## config.mk

```make
export PLATFORM = sky130hd
export DESIGN_NAME = mips_instr_encoder_flat
export DESIGN_NICKNAME = d
export VERILOG_FILES = /design/src/rtl/mips_isa_pkg.sv /design/src/rtl/mips_instr_encoder_if.sv /design/src/rtl/instr_field_packer.sv /design/src/rtl/mips_instr_encoder.sv /design/src/flat_wrapper.sv
export SDC_FILE = /design/constraint.sdc
export NUM_CORES = 1
export LEC_CHECK = 0
export CAP_MARGIN = 10
export CELL_PAD_IN_SITES_DETAIL_PLACEMENT = 0
export CELL_PAD_IN_SITES_GLOBAL_PLACEMENT = 1
export CORE_MARGIN = 1.5
export CORE_UTILIZATION = 40
export DETAILED_ROUTE_END_ITERATION = 7
export DONT_BUFFER_PORTS = 1
export GPL_TIMING_DRIVEN = 0
export HOLD_SLACK_MARGIN = 0.03
export PLACE_DENSITY_LB_ADDON = 0.1
export SETUP_SLACK_MARGIN = 0.4
export SLEW_MARGIN = 25
export SYNTH_ARGS = -nofsm -noshare
export SYNTH_HDL_FRONTEND = slang
export SYNTH_SLANG_ARGS = --single-unit
```

## constraint.sdc

```tcl
create_clock -name clk -period 2 [get_ports clk]
set_input_delay 0.5 -clock clk [delete_from_list [all_inputs] [get_ports clk]]
set_output_delay 0.5 -clock clk [all_outputs]
set_load 0.1 [all_outputs]
```

## src/rtl/mips_isa_pkg.sv

```systemverilog
// mips_isa_pkg
// Shared MIPS ISA constants for the instruction encoder and the matching decoder:
// primary opcodes, R-type funct codes, the encoder's op_sel enumeration and the
// loader FSM state type.
package mips_isa_pkg;

    // Primary opcodes (instr[31:26])
    localparam logic [5:0] OpcRtype = 6'h00;
    localparam logic [5:0] OpcAddi  = 6'h08;
    localparam logic [5:0] OpcAndi  = 6'h0C;
    localparam logic [5:0] OpcSw    = 6'h2B;
    localparam logic [5:0] OpcLw    = 6'h23;

    // R-type funct codes (instr[5:0])
    localparam logic [5:0] FnSll = 6'h00;
    localparam logic [5:0] FnOr  = 6'h25;
    localparam logic [5:0] FnAdd = 6'h20;

    // Symbolic instruction selector presented by the host
    typedef enum logic [2:0] {
        OpSll     = 3'd0,
        OpOr      = 3'd1,
        OpAdd     = 3'd2,
        OpAddi    = 3'd3,
        OpAndi    = 3'd4,
        OpSw      = 3'd5,
        OpLw      = 3'd6,
        OpIllegal = 3'd7
    } op_sel_e;

    // Loader session state
    typedef enum logic [1:0] {
        StIdle  = 2'd0,
        StLoad  = 2'd1,
        StDrain = 2'd2,
        StFull  = 2'd3
    } enc_state_e;

endpackage

```

## src/rtl/mips_instr_encoder_if.sv

```systemverilog
// mips_instr_encoder_if
// Request handshake (host -> encoder) and instruction-memory write bus
// (encoder -> memory) bundled into one interface.
//   master : host / bench side   (drives request, observes ready + write bus)
//   slave  : encoder side        (consumes request, drives ready + write bus)
// Signals: in_valid, in_ready, op_sel[2:0], rs/rt/rd/shamt[4:0], imm[15:0],
//          mem_we, mem_addr[ADDR_WIDTH-1:0], mem_wdata[31:0]
interface mips_instr_encoder_if #(
    parameter int unsigned ADDR_WIDTH = 8
);
    logic                  in_valid;
    logic                  in_ready;
    logic [2:0]            op_sel;
    logic [4:0]            rs;
    logic [4:0]            rt;
    logic [4:0]            rd;
    logic [4:0]            shamt;
    logic [15:0]           imm;
    logic                  mem_we;
    logic [ADDR_WIDTH-1:0] mem_addr;
    logic [31:0]           mem_wdata;

    modport master (
        output in_valid, op_sel, rs, rt, rd, shamt, imm,
        input  in_ready, mem_we, mem_addr, mem_wdata
    );

    modport slave (
        input  in_valid, op_sel, rs, rt, rd, shamt, imm,
        output in_ready, mem_we, mem_addr, mem_wdata
    );
endinterface

```

## src/rtl/instr_field_packer.sv

```systemverilog
// instr_field_packer
// Purely combinational: packs op_sel plus register/immediate fields into a
// 32-bit MIPS word. illegal_o flags op_sel values with no encoding (word_o = 0).
// Ports: op_sel_i[2:0], rs_i/rt_i/rd_i/shamt_i[4:0], imm_i[15:0]
//        -> word_o[31:0], illegal_o
module instr_field_packer
    import mips_isa_pkg::*;
(
    input  logic [2:0]  op_sel_i,
    input  logic [4:0]  rs_i,
    input  logic [4:0]  rt_i,
    input  logic [4:0]  rd_i,
    input  logic [4:0]  shamt_i,
    input  logic [15:0] imm_i,
    output logic [31:0] word_o,
    output logic        illegal_o
);

    always_comb begin
        word_o    = 32'h0;
        illegal_o = 1'b0;
        case (op_sel_e'(op_sel_i))
            // sll has no rs operand; or/add have no shift amount
            OpSll:  word_o = {OpcRtype, 5'd0, rt_i, rd_i, shamt_i, FnSll};
            OpOr:   word_o = {OpcRtype, rs_i, rt_i, rd_i, 5'd0, FnOr};
            OpAdd:  word_o = {OpcRtype, rs_i, rt_i, rd_i, 5'd0, FnAdd};
            OpAddi: word_o = {OpcAddi, rs_i, rt_i, imm_i};
            OpAndi: word_o = {OpcAndi, rs_i, rt_i, imm_i};
            OpSw:   word_o = {OpcSw, rs_i, rt_i, imm_i};
            OpLw:   word_o = {OpcLw, rs_i, rt_i, imm_i};
            default: illegal_o = 1'b1;
        endcase
    end

endmodule

```

## src/rtl/mips_instr_encoder.sv

```systemverilog
// mips_instr_encoder
// Sequential instruction encoder / program loader. Accepts symbolic requests on
// bus (slave modport), encodes them and writes them to consecutive instruction
// memory word addresses starting at BASE_ADDR.
// Ports: clk, reset (async active-low), start, finish, bus (request + write bus),
//        instr_count[ADDR_WIDTH:0], full, err_illegal, load_done
// Build option: define ENCODER_NOP_PAD_EN to append one 0x00000000 terminator
// word on finish when space remains.
module mips_instr_encoder
    import mips_isa_pkg::*;
#(
    parameter int unsigned ADDR_WIDTH = 8,
    parameter int unsigned BASE_ADDR  = 0
) (
    input  logic                    clk,
    input  logic                    reset,
    input  logic                    start,
    input  logic                    finish,
    mips_instr_encoder_if.slave     bus,
    output logic [ADDR_WIDTH:0]     instr_count,
    output logic                    full,
    output logic                    err_illegal,
    output logic                    load_done
);

    localparam logic [ADDR_WIDTH-1:0] BaseAddr = ADDR_WIDTH'(BASE_ADDR);

    enc_state_e            state_q, state_d;
    logic [ADDR_WIDTH-1:0] ptr_q, ptr_d;        // next address to write
    logic [ADDR_WIDTH-1:0] mem_addr_q, mem_addr_d;
    logic [31:0]           wdata_q, wdata_d;
    logic                  we_q, we_d;
    logic [ADDR_WIDTH:0]   count_q, count_d;
    logic                  full_q, full_d;
    logic                  err_q, err_d;
    logic                  load_done_q, load_done_d;

    logic [31:0] packed_word;
    logic        packed_illegal;
    logic        in_ready;
    logic        accept;

    instr_field_packer u_packer (
        .op_sel_i  (bus.op_sel),
        .rs_i      (bus.rs),
        .rt_i      (bus.rt),
        .rd_i      (bus.rd),
        .shamt_i   (bus.shamt),
        .imm_i     (bus.imm),
        .word_o    (packed_word),
        .illegal_o (packed_illegal)
    );

    // start/finish take the cycle, so no handshake can coincide with them
    assign in_ready = (state_q == StLoad) && !start && !finish;
    assign accept   = bus.in_valid && in_ready;

    always_comb begin
        state_d     = state_q;
        ptr_d       = ptr_q;
        mem_addr_d  = mem_addr_q;
        wdata_d     = wdata_q;
        we_d        = 1'b0;
        count_d     = count_q;
        full_d      = full_q;
        err_d       = err_q;
        load_done_d = 1'b0;

        if (start) begin
            // Rewind the session; a registered write not yet issued is dropped
            state_d    = StLoad;
            ptr_d      = BaseAddr;
            mem_addr_d = BaseAddr;
            count_d    = '0;
            full_d     = 1'b0;
            err_d      = 1'b0;
        end else begin
            unique case (state_q)
                StIdle: ;
                StLoad: begin
                    if (finish) begin
                        state_d = StDrain;
`ifdef ENCODER_NOP_PAD_EN
                        // Terminator is registered here so it strobes during DRAIN
                        if (!full_q) begin
                            we_d       = 1'b1;
                            mem_addr_d = ptr_q;
                            ptr_d      = ptr_q + 1'b1;
                            wdata_d    = 32'h0;
                            count_d    = count_q + 1'b1;
                        end
`endif
                    end else if (accept) begin
                        if (packed_illegal) begin
                            err_d = 1'b1;
                        end else begin
                            we_d       = 1'b1;
                            mem_addr_d = ptr_q;
                            ptr_d      = ptr_q + 1'b1;
                            wdata_d    = packed_word;
                            count_d    = count_q + 1'b1;
                        end
                    end
                end
                StFull: begin
                    if (finish) begin
                        state_d = StDrain;
                    end
                end
                StDrain: begin
                    // Leave only after any write strobe in flight has completed
                    if (!we_q) begin
                        state_d     = StIdle;
                        load_done_d = 1'b1;
                    end
                end
                default: state_d = StIdle;
            endcase

            // Count reaching 2^ADDR_WIDTH means every slot has been written
            if (we_d && count_d[ADDR_WIDTH]) begin
                full_d = 1'b1;
                if (state_d == StLoad) begin
                    state_d = StFull;
                end
            end
        end
    end

    always_ff @(posedge clk or negedge reset) begin
        if (!reset) begin
            state_q     <= StIdle;
            ptr_q       <= BaseAddr;
            mem_addr_q  <= BaseAddr;
            wdata_q     <= 32'h0;
            we_q        <= 1'b0;
            count_q     <= '0;
            full_q      <= 1'b0;
            err_q       <= 1'b0;
            load_done_q <= 1'b0;
        end else begin
            state_q     <= state_d;
            ptr_q       <= ptr_d;
            mem_addr_q  <= mem_addr_d;
            wdata_q     <= wdata_d;
            we_q        <= we_d;
            count_q     <= count_d;
            full_q      <= full_d;
            err_q       <= err_d;
            load_done_q <= load_done_d;
        end
    end

    assign bus.in_ready  = in_ready;
    assign bus.mem_we    = we_q;
    assign bus.mem_addr  = mem_addr_q;
    assign bus.mem_wdata = wdata_q;
    assign instr_count   = count_q;
    assign full          = full_q;
    assign err_illegal   = err_q;
    assign load_done     = load_done_q;

endmodule

```

## src/flat_wrapper.sv

```systemverilog
// flat-port wrapper written by rule: the top's interface ports become plain ports
module mips_instr_encoder_flat import mips_isa_pkg::*;
#(
    parameter int unsigned ADDR_WIDTH = 8,
    parameter int unsigned BASE_ADDR  = 0
)
  (clk, reset, start, finish, instr_count, full, err_illegal, load_done, bus_in_valid, bus_op_sel, bus_rs, bus_rt, bus_rd, bus_shamt, bus_imm, bus_in_ready, bus_mem_we, bus_mem_addr, bus_mem_wdata);
  mips_instr_encoder_if #(.ADDR_WIDTH(ADDR_WIDTH)) bus_i ();
  input  logic clk;
  input  logic reset;
  input  logic start;
  input  logic finish;
  output logic [ADDR_WIDTH:0] instr_count;
  output logic full;
  output logic err_illegal;
  output logic load_done;
  input wire logic [$bits(bus_i.in_valid)-1:0] bus_in_valid;
  input wire logic [$bits(bus_i.op_sel)-1:0] bus_op_sel;
  input wire logic [$bits(bus_i.rs)-1:0] bus_rs;
  input wire logic [$bits(bus_i.rt)-1:0] bus_rt;
  input wire logic [$bits(bus_i.rd)-1:0] bus_rd;
  input wire logic [$bits(bus_i.shamt)-1:0] bus_shamt;
  input wire logic [$bits(bus_i.imm)-1:0] bus_imm;
  output wire logic [$bits(bus_i.in_ready)-1:0] bus_in_ready;
  output wire logic [$bits(bus_i.mem_we)-1:0] bus_mem_we;
  output wire logic [$bits(bus_i.mem_addr)-1:0] bus_mem_addr;
  output wire logic [$bits(bus_i.mem_wdata)-1:0] bus_mem_wdata;
  assign bus_i.in_valid = bus_in_valid;
  assign bus_i.op_sel = bus_op_sel;
  assign bus_i.rs = bus_rs;
  assign bus_i.rt = bus_rt;
  assign bus_i.rd = bus_rd;
  assign bus_i.shamt = bus_shamt;
  assign bus_i.imm = bus_imm;
  assign bus_in_ready = bus_i.in_ready;
  assign bus_mem_we = bus_i.mem_we;
  assign bus_mem_addr = bus_i.mem_addr;
  assign bus_mem_wdata = bus_i.mem_wdata;
  mips_instr_encoder #(.ADDR_WIDTH(ADDR_WIDTH), .BASE_ADDR(BASE_ADDR)) u_core (.clk(clk), .reset(reset), .start(start), .finish(finish), .bus(bus_i), .instr_count(instr_count), .full(full), .err_illegal(err_illegal), .load_done(load_done));
endmodule
```

==> impl_metrics.xml <==
<?xml version="1.0" encoding="UTF-8"?>
<metrics>
  <group name="outcome">
    <metric name="run_status" unit="">finished, violations left</metric>
    <metric name="violations_in_the_final_reports" unit="">hold timing, setup timing</metric>
  </group>
  <group name="cts">
    <metric name="htree_num_levels" unit="">3</metric>
    <metric name="clkLatencyLatePin" unit="ns">0.34</metric>
    <metric name="tritoncts.num_buffers" unit="">9</metric>
    <metric name="cts_sinks" unit="">60</metric>
    <metric name="clock_path_buffers" unit="">2</metric>
    <metric name="tritoncts" unit="">yes</metric>
    <metric name="root_buffer" unit="">sky130_fd_sc_hd__clkbuf_8</metric>
    <metric name="cts.clk_slew.worst_paths" unit="ns">0.08</metric>
  </group>
  <group name="timing">
    <metric name="period_share" unit="%">112</metric>
    <metric name="hold_viol_final" unit="">60</metric>
    <metric name="timing.final.max_slew_violations" unit="">0</metric>
    <metric name="fmaxAchievable" unit="MHz">447</metric>
    <metric name="max-slew-margin-rel" unit="%">55.4</metric>
    <metric name="min_period" unit="ns">2.24</metric>
    <metric name="whs" unit="ns">-0.152</metric>
    <metric name="layout_setup_ws" unit="ns">-0.236</metric>
    <metric name="worst-slew-pin-transition" unit="ns">0.665</metric>
    <metric name="finalClockSkew" unit="ns">0.0148</metric>
    <metric name="rsz0062_at_grt" unit="">true</metric>
    <metric name="setup_viol_count_final" unit="">1</metric>
  </group>
  <group name="yosys">
    <metric name="synth-main-ff-cell" unit="">sky130_fd_sc_hd__dfrtp_1</metric>
    <metric name="synth.yosys.seq_area_share" unit="%">52.1</metric>
    <metric name="synth_cells" unit="">303</metric>
    <metric name="async_reset_ff_share" unit="%">100</metric>
    <metric name="ys_ff_latch" unit="">60</metric>
    <metric name="synth-edff-count" unit="">0</metric>
    <metric name="post_synth.cell_area_avg" unit="µm²">9.51</metric>
    <metric name="yosys_warnings" unit="">0</metric>
    <metric name="synthesis.area" unit="mm²">0.00288</metric>
    <metric name="number_of_library_cell_types_mapped_by_synthesis" unit="">48</metric>
    <metric name="syn-num-nets" unit="">349</metric>
  </group>
  <group name="finish">
    <metric name="nNetsFinal" unit="">396</metric>
    <metric name="synthToLayoutAreaGrowth" unit="%">50.8</metric>
    <metric name="fin_util" unit="%">63.2</metric>
    <metric name="final-instance-count-excl-fill" unit="">451</metric>
    <metric name="design_area" unit="mm²">0.00434</metric>
    <metric name="drive_gt1_share" unit="%">53.0</metric>
    <metric name="antenna_cells" unit="">0</metric>
  </group>
  <group name="routing">
    <metric name="wl_per_cell" unit="µm">19.5</metric>
    <metric name="post-route-drc-count" unit="">0</metric>
    <metric name="via_per_inst" unit="">5.57</metric>
    <metric name="drt_wl_total" unit="µm">8780</metric>
    <metric name="drt.antenna.violating_nets" unit="">0</metric>
    <metric name="vias" unit="">2514</metric>
    <metric name="drt-initial-drc-count" unit="">152</metric>
    <metric name="detail_route.first_pass.iterations" unit="">4</metric>
  </group>
  <group name="die">
    <metric name="io-pin-count" unit="">98</metric>
    <metric name="floorplan.initialDensity" unit="%">41.9</metric>
    <metric name="die_height" unit="µm">87.9</metric>
    <metric name="die_width" unit="µm">87.9</metric>
    <metric name="core_area" unit="mm²">0.00687</metric>
    <metric name="die-area" unit="mm²">0.00772</metric>
    <metric name="rows" unit="">30</metric>
  </group>
  <group name="worst_setup_path">
    <metric name="worstReg2RegEnd" unit="">u_core.bus.mem_wdata[5]</metric>
    <metric name="worstPathCellList" unit="">or3b_4 &gt; buf_6 &gt; nor2_4</metric>
    <metric name="worstPathBufferInverterCount" unit="">1</metric>
    <metric name="worstPathMaxFanout" unit="">2</metric>
    <metric name="setup_crit_end_kind" unit="">output port</metric>
    <metric name="path_class" unit="">register to output port</metric>
    <metric name="timing.critical_path.required" unit="ns">1.50</metric>
    <metric name="critical_path.top_delay_family" unit="">simple AND/OR/NAND/NOR gates</metric>
    <metric name="cpPeakStageDelay" unit="ns">0.47</metric>
    <metric name="timing.rr.start" unit="">u_core.state_q[1]</metric>
    <metric name="worst_path_max_delay_cell" unit="">sky130_fd_sc_hd__nor2_4</metric>
    <metric name="worstSetupStartpointType" unit="">register</metric>
    <metric name="crit_arrival" unit="ns">1.74</metric>
    <metric name="timing.reg2reg.setup_slack" unit="ns">0.05</metric>
    <metric name="r2r.worst_path.cells" unit="">7</metric>
  </group>
  <group name="placement">
    <metric name="port_buffers" unit="">0</metric>
    <metric name="gpl.final_weighted_congestion" unit="">0.732</metric>
    <metric name="detailedPlace.worstSlack" unit="ns">-0.163</metric>
    <metric name="detailedPlacementHpwl" unit="µm">5110</metric>
    <metric name="place_area" unit="mm²">0.00308</metric>
    <metric name="placedCellCount" unit="">399</metric>
  </group>
  <group name="pwr">
    <metric name="p_total" unit="mW">4.52</metric>
    <metric name="vdd.ir_drop.worst" unit="mV">0.794</metric>
    <metric name="leakage" unit="nW">1.72</metric>
    <metric name="cellPowerDensity" unit="mW/mm²">1040</metric>
  </group>
  <group name="flow_run">
    <metric name="timing.max_cap.violations" unit="">0</metric>
  </group>
  <group name="grt">
    <metric name="grt_pass1_wl" unit="µm">13000</metric>
    <metric name="global_route.usage.total" unit="%">22.5</metric>
    <metric name="grt_remaining_overflow" unit="">0</metric>
    <metric name="first_global_vias" unit="">2419</metric>
    <metric name="grt_start_max_net_pins" unit="">61</metric>
    <metric name="grt_antenna_before_repair" unit="">0</metric>
  </group>
  <group name="min_path">
    <metric name="min-delay-path-class" unit="">input port to async pin</metric>
  </group>
</metrics>
## metal layers
layer / vias up / share of wire, % / GRT usage (%)
li1: 1173 / - / -
met1: 1243 / 44 / 30.3
met2: 86 / 47 / 34.0
met3: 12 / 7.7 / 7.16
met4: 0 / 1.5 / 8.23
met5: - / 0 / 0
## state kept, by name (all words and copies together) (netlist names)
signal / count
u_core.bus.mem_addr: 8
u_core.bus.mem_wdata: 29
u_core.bus.mem_we: 1
u_core.err_illegal: 1
u_core.full: 1
u_core.instr_count: 9
u_core.load_done: 1
u_core.ptr_q: 8
u_core.state_q: 2
## worst max path at each step
| stage | start | end | slack (ns) | depth (start not counted) |
|---|---|---|---|---|
| finish | u_core.state_q[1] | bus_in_ready | -0.24 | 3 |
| global placement | start | bus_in_ready | -0.18 | 3 |
| detailed placement | start | bus_in_ready | -0.16 | 3 |
| floorplan | finish | bus_in_ready | 0.03 | 3 |
| global route | start | bus_in_ready | -0.28 | 3 |
| CTS | u_core.state_q[1] | bus_in_ready | -0.25 | 3 |
## through the flow
step,hold slack [ns],TNS (ns)
after floorplan,0.204,0
after global placement,0.206,-0.521
after detailed placement,0.206,-0.849
after CTS,-0.165,-0.253
after global routing,-0.168,-0.287
final,-0.152,-0.236
## report_power, final
group | switching [mW] | internal [mW]
clock network | 0.517 | 0.702
logic | 0.331 | 0.285
registers | 1.30 | 1.38
## placed cells by master (no fill, tap or decap), types with 8 or more instances in the layout
cell                        n
sky130_fd_sc_hd__o22ai_2   10
sky130_fd_sc_hd__buf_6     16
sky130_fd_sc_hd__a21oi_1   13
sky130_fd_sc_hd__clkbuf_8   9
sky130_fd_sc_hd__dfrtp_4    8
sky130_fd_sc_hd__dfrtp_2   43
sky130_fd_sc_hd__dfrtp_1    9
sky130_fd_sc_hd__nor2_1    25
sky130_fd_sc_hd__nand2_1   52
sky130_fd_sc_hd__buf_4     10
## repair_timing
item                       CTS  global route
cloned                       3             5
pin swaps                   26            31
hold endpoints to repair    60            60
setup endpoints to repair   99            60
gates resized for setup    119            58
buffers inserted            13            15
## synthesized netlist by cell type, types with 3 or more instances
library cell               count  share of area, %
sky130_fd_sc_hd__nor3_1        3              0.52
sky130_fd_sc_hd__a21oi_1      17               3.0
sky130_fd_sc_hd__a31oi_1       3              0.65
sky130_fd_sc_hd__xnor2_1       5               1.5
sky130_fd_sc_hd__dfrtp_1      60                52
sky130_fd_sc_hd__nand2_1      55               7.2
sky130_fd_sc_hd__nor2b_1       3              0.65
sky130_fd_sc_hd__nor2_1       28               3.6
sky130_fd_sc_hd__clkbuf_1      7              0.91
sky130_fd_sc_hd__nand4_1       7               1.5
sky130_fd_sc_hd__mux2_2        7               2.7
sky130_fd_sc_hd__o22ai_1      11               2.4
sky130_fd_sc_hd__a221oi_1      5               1.5
sky130_fd_sc_hd__inv_1         7              0.91
sky130_fd_sc_hd__buf_2         7               1.2
sky130_fd_sc_hd__o21ai_0      18               3.1
sky130_fd_sc_hd__nand3_1      15               2.6
sky130_fd_sc_hd__o211ai_1      3              0.78
sky130_fd_sc_hd__buf_4         3              0.78
## layout make-up
cell class / count / area [µm²]
fillers: 552 / 2520
clock buffers: 10 / 128
well taps: 96 / 120
multi-input cells: 218 / 1680
flip-flops and latches: 60 / 1590
plain buffers: 19 / 219
clock inverters: 6 / 88.8
inverters: 7 / 38.8
repair buffers: 35 / 482
## logic make-up (layout without fill, tap and decap cells)
logic type                 count (synthesis)  after routing  synth area share, %
and+or+nand+nor                          132            133                 22.8
AOI/OAI and AO/OA                         67             67                 14.3
DFF                                       60             60                 52.1
buffers and inverters                     26             77                 4.60
muxes                                      8              8                 3.08
xor gates and xnor gates                   7              7                 2.13
adders and majority gates                  2              2                0.868
other                                      1              1                0.130
Note: power is estimated with default switching activity, not from simulation.
